--- src/rtl/mmio_uart_tx.sv ---
// Memory-mapped 8N1 UART transmitter: TXDATA/STATUS register window, byte FIFO, serializer.
// States: IDLE | line high, waiting for FIFO data; START | start bit; DATA | 8 data bits LSB first; STOP | stop bit
module mmio_uart_tx #(
  parameter logic [31:0] BASE_ADDR    = 32'h0000_0100,
  parameter int          CLKS_PER_BIT = 16,
  parameter int          FIFO_DEPTH   = 4
) (
  input  logic        clk,
  input  logic        reset,
  input  logic        MemWrite,
  input  logic [31:0] DataAdr,
  input  logic [31:0] WriteData,
  output logic [31:0] ReadData,
  output logic        uart_tx,
  output logic        busy
);

  localparam int PW = $clog2(FIFO_DEPTH);
  localparam int CW = (CLKS_PER_BIT > 2) ? $clog2(CLKS_PER_BIT) : 1;
  localparam logic [CW-1:0] CNT_LAST  = CW'(CLKS_PER_BIT - 1);
  localparam logic [PW:0]   CNT_FULL  = (PW+1)'(FIFO_DEPTH);
  localparam logic [29:0]   DATA_WA   = BASE_ADDR[31:2];
  localparam logic [29:0]   STAT_WA   = BASE_ADDR[31:2] + 30'd1;

  localparam logic [1:0] S_IDLE  = 2'd0;
  localparam logic [1:0] S_START = 2'd1;
  localparam logic [1:0] S_DATA  = 2'd2;
  localparam logic [1:0] S_STOP  = 2'd3;

  logic [1:0]    state_q, state_d;
  logic [CW-1:0] cnt_q, cnt_d;
  logic [2:0]    idx_q, idx_d, idx_nxt;
  logic [7:0]    shift_q, shift_d;
  logic          tx_q, tx_d;
  logic          ovf_q, ovf_d;
  logic [7:0]    mem_q [FIFO_DEPTH];
  logic [PW-1:0] wr_ptr_q, rd_ptr_q;
  logic [PW:0]   count_q, count_d;

  logic sel_data, sel_stat, full, empty, bit_end, pop, push_req, push;

  assign sel_data = (DataAdr[31:2] == DATA_WA);
  assign sel_stat = (DataAdr[31:2] == STAT_WA);
  assign full     = (count_q == CNT_FULL);
  assign empty    = (count_q == '0);
  assign bit_end  = (cnt_q == CNT_LAST);
  assign idx_nxt  = idx_q + 3'd1;

  always_comb begin
    state_d = state_q;
    cnt_d   = cnt_q + CW'(1);
    idx_d   = idx_q;
    shift_d = shift_q;
    tx_d    = tx_q;
    pop     = 1'b0;
    case (state_q)
      S_IDLE: begin
        cnt_d = '0;
        tx_d  = 1'b1;
        if (!empty) begin
          pop     = 1'b1;
          shift_d = mem_q[rd_ptr_q];
          state_d = S_START;
          tx_d    = 1'b0;
        end
      end
      S_START: begin
        if (bit_end) begin
          cnt_d   = '0;
          idx_d   = 3'd0;
          state_d = S_DATA;
          tx_d    = shift_q[0];
        end
      end
      S_DATA: begin
        if (bit_end) begin
          cnt_d = '0;
          if (idx_q == 3'd7) begin
            state_d = S_STOP;
            tx_d    = 1'b1;
          end else begin
            idx_d = idx_nxt;
            tx_d  = shift_q[idx_nxt];
          end
        end
      end
      default: begin
        if (bit_end) begin
          cnt_d = '0;
          // Back-to-back frames: reload straight into START, no idle bit.
          if (!empty) begin
            pop     = 1'b1;
            shift_d = mem_q[rd_ptr_q];
            state_d = S_START;
            tx_d    = 1'b0;
          end else begin
            state_d = S_IDLE;
            tx_d    = 1'b1;
          end
        end
      end
    endcase
  end

  assign push_req = MemWrite & sel_data;
  assign push     = push_req & (~full | pop);

  always_comb begin
    ovf_d = ovf_q;
    if (MemWrite && sel_stat) ovf_d = 1'b0;
    else if (push_req && full && !pop) ovf_d = 1'b1;
  end

  always_comb begin
    count_d = count_q;
    if (push && !pop) count_d = count_q + (PW+1)'(1);
    else if (!push && pop) count_d = count_q - (PW+1)'(1);
  end

  always_ff @(posedge clk or posedge reset) begin
    if (reset) begin
      state_q  <= S_IDLE;
      cnt_q    <= '0;
      idx_q    <= '0;
      shift_q  <= '0;
      tx_q     <= 1'b1;
      ovf_q    <= 1'b0;
      wr_ptr_q <= '0;
      rd_ptr_q <= '0;
      count_q  <= '0;
    end else begin
      state_q <= state_d;
      cnt_q   <= cnt_d;
      idx_q   <= idx_d;
      shift_q <= shift_d;
      tx_q    <= tx_d;
      ovf_q   <= ovf_d;
      count_q <= count_d;
      if (push) wr_ptr_q <= wr_ptr_q + PW'(1);
      if (pop)  rd_ptr_q <= rd_ptr_q + PW'(1);
    end
  end

  always_ff @(posedge clk) begin
    if (push) mem_q[wr_ptr_q] <= WriteData[7:0];
  end

  assign uart_tx = tx_q;
  assign busy    = ~empty | (state_q != S_IDLE);

  always_comb begin
    ReadData = '0;
    if (sel_stat) ReadData[3:0] = {ovf_q, empty, busy, full};
  end

endmodule

--- config.mk ---
export PLATFORM = sky130hd
export DESIGN_NAME = mmio_uart_tx
export DESIGN_NICKNAME = d
export VERILOG_FILES = /design/src/rtl/mmio_uart_tx.sv
export SDC_FILE = /design/constraint.sdc
export NUM_CORES = 1
export LEC_CHECK = 0
export BUFFER_PORTS_ARGS = -buffer_cell sky130_fd_sc_hd__buf_2
export CAP_MARGIN = 20
export CORE_UTILIZATION = 50
export DETAILED_ROUTE_END_ITERATION = 10
export PLACE_DENSITY_LB_ADDON = 0.25
export SLEW_MARGIN = 10
export SYNTH_ARGS = -nofsm -noshare
export SYNTH_HDL_FRONTEND = slang
export SYNTH_SLANG_ARGS = --single-unit
--- constraint.sdc ---
create_clock -name clk -period 2.6 [get_ports clk]
set_input_delay 0.26 -clock clk [delete_from_list [all_inputs] [get_ports clk]]
set_output_delay 0.26 -clock clk [all_outputs]
set_load 0.05 [all_outputs]
==> metrics.txt <==
mapped cell area=roughly 0.003 sq mm; Hold Crit Endpoint=mem_q[0][4]; Avg Synthesized Cell Area=about 14 sq um; fmax=0.4129 GHz; number of max-cap violations=0; Fin Clk Skew=between 0.006 and 0.007 ns; final period utilization=between 90% and 100%; setup-violating endpoint count in the final report=0; worst slew pin tran=slightly above 0.6 ns; Final min period=~2.4 ns; run status=finished, final reports clean; critical path required time=~2.9 ns; GP Congestion=between 0.7 and 0.8; Main synth FF type=edfxtp_1; Die W=~79 um; via-per-instance ratio=5.070; Clock Tree Root=clkbuf_8; vias in the first global route=1534; Setup TNS=0 ns; GRT Total Usage=approximately 16%; total CTS buffers=9; site row count=27; worst min path class=in2reg; hold slack=0.1456 ns; CTS resizes=0; Yosys cell types=46; Port Buffers=46; pwr/cell area=around 570 mW/mm^2; Clock Sinks=slightly below 60; I/O pin count=between 100 and 150; first-pass GRT wire length=7169 um; post-route ant nets=0; Max clock buf depth=2; Antenna Diode Count=0; vias=~1700; count leader, synth=edfxtp_1; Final Hold Vio Count=0; flop-to-flop setup slack=roughly 0.18 ns; final-stage net count=348; DR WL/cell=13.59 um; r2r worst-path depth=11; CP max FO=4; CP arrival=2.67 ns; Worst setup EP type=register; drt total wl=between 4000 and 5000 um; WHS Path Cells=1; synthesized instance count=roughly 210; initial antenna violation count=0; top cells by count, synth=edfxtp_1, buf_4, dfrtp_1; Synth top area share=approximately a third; CP startpoint kind=register; CTS tree=built; clock slew at reported path FFs=around 0.060 ns; reg2reg start=state_q[0]; Pre-Repair DR Iteration Count=5; Max IR drop VDD=~0.46 mV; worst min-delay path startpoint=WriteData[4]; P&R area growth vs syn=15.83%; H-tree depth=3; Power, Total=a little under 2 mW; Initial Util=52.59%; RSZ-0062 raised after global routing=false; Die H=between 70 and 80 um; pre-CTS setup slack=0.1560 ns; HPWL after DPL=~3400 um; grt total ovfl=0; max-slew violations=0; Worst slew margin=58.45%; Ys Warns=0; Async S/R FF share, synth=between 40% and 50%; Core ar.=roughly 0.0056 sq mm; post-route setup slack=~0.18 ns; Die Area=between 0.006 and 0.007 sq mm; Skew-Pair Late Insertion Delay=0.33 ns; leading area contributor after synthesis=edfxtp_1; share of cells above drive strength 1=about 37%; static leakage power=~1.4 nW; Post-route DRC=0; FILL cells=approximately 460; top area cells in the synthesized netlist=edfxtp_1, dfrtp_1, mux4_2; largest net degree at the start of global routing=27; sequential area share after synthesis=54.69%; EDFF count, synth=32; FF+latch count, synth=58; kind of critical path=reg2reg; reg-to-reg critical path endpoint=count_q[2]; Iteration-0 DRC Markers=40
==> state kept, by name, summed over array words and instances, names as in the netlist <==
signal	count
mem_q	32
shift_q	8
cnt_q	4
count_q	3
idx_q	3
rd_ptr_q	2
state_q	2
wr_ptr_q	2
ovf_q	1
uart_tx	1
==> cell type report <==
| class | count | area (sq um) | share of cell area, % |
|---|---|---|---|
| Timing Repair Buffer | 53 | 305.3 | 8.938 |
| Tap cell | 72 | 90.09 | 2.637 |
| Sequential cell | 58 | 1613 | 47.22 |
| Clock buffer | 9 | 123.9 | 3.626 |
| Inverter | 9 | 33.78 | 0.9890 |
| Clock inverter | 5 | 71.32 | 2.088 |
| Multi-Input combinational cell | 137 | 1179 | 34.51 |
==> power breakdown <==
part | internal (mW) | leakage (nW) | switching (mW)
Clock | 0.518 | 0.0977 | 0.311
Sequential | 0.972 | 0.593 | 0.00000000591
Combinational | 0.0307 | 0.732 | 0.115
Total | 1.52 | 1.42 | 0.426
==> logic make-up after synthesis <==
logic type | Yosys count | share of synthesized area (%)
AO/OA/AOI/OAI | 20 | 4.964
XOR/XNOR | 7 | 2.079
adder cells (fa/ha/maj) | 13 | 5.770
buffers and inverters | 41 | 8.782
flip-flops | 58 | 54.69
multiplexers | 24 | 13.07
other | 1 | 0.1272
AND/OR/NAND/NOR | 45 | 10.52
==> per-stage QoR <==
stage	instances	area, sq um	util, %
after floorplan	236	3050	-
after CTS	341	3378	60.24
after global placement	327	3183	56.76
final	343	3416	60.91
after detailed placement	327	3183	56.76
after global routing	343	3416	60.91
==> worst max path at each step <==
stage	endpoint	depth (start not counted)	from	slack, ns
2_1_floorplan	count_q[2]	10	cnt_q[0]	0.27
3_3_place_gp	count_q[2]	10	DataAdr[24]	0.21
3_5_place_dp	count_q[2]	10	DataAdr[24]	0.16
4_1_cts	count_q[2]	11	state_q[0]	0.16
5_1_grt	count_q[2]	11	state_q[0]	0.07
6_report	count_q[2]	11	state_q[0]	0.18
==> cells in the final DEF, fill, tap and decap left out, types with 4 or more instances in the layout <==
| master | instances |
|---|---|
| inv_1 | 9 |
| conb_1 | 28 |
| buf_4 | 5 |
| buf_2 | 46 |
| a22o_1 | 5 |
| edfxtp_1 | 32 |
| xnor2_1 | 4 |
| ha_1 | 12 |
| dfrtp_1 | 25 |
| o21ai_0 | 4 |
| clkbuf_8 | 9 |
| nand3_1 | 4 |
| and2_2 | 4 |
| nor3_1 | 5 |
| mux4_2 | 10 |
| mux2_2 | 12 |
| nor2_1 | 8 |
| nand2_1 | 4 |
==> worst max-delay path, stage by stage (launching register included) <==
cell and delay [ns]:
dfrtp_1 0.41, inv_1 0.09, ha_1 0.16, nor2b_1 0.27
o31ai_2 0.12, nor4_4 0.20, ha_1 0.24, inv_1 0.06
fa_1 0.37, xor2_1 0.15, nor2_1 0.13, xor2_1 0.15
==> routing by layer <==
metal	vias up	GRT usage, %	part of all wire [%]
met5	-	0	0
met4	0	7.407	1.2
met3	6	6.207	4.5
met2	43	26.00	52
met1	853	18.13	42
li1	837	-	-
==> repair_timing <==
action                                 4_1_cts  5_1_grt
endpoints found under the hold margin        0        3
buffers inserted                             0        0
hold buffers                                 0        1
setup endpoints to repair                    0        0
(Power assumes the default switching activity.)
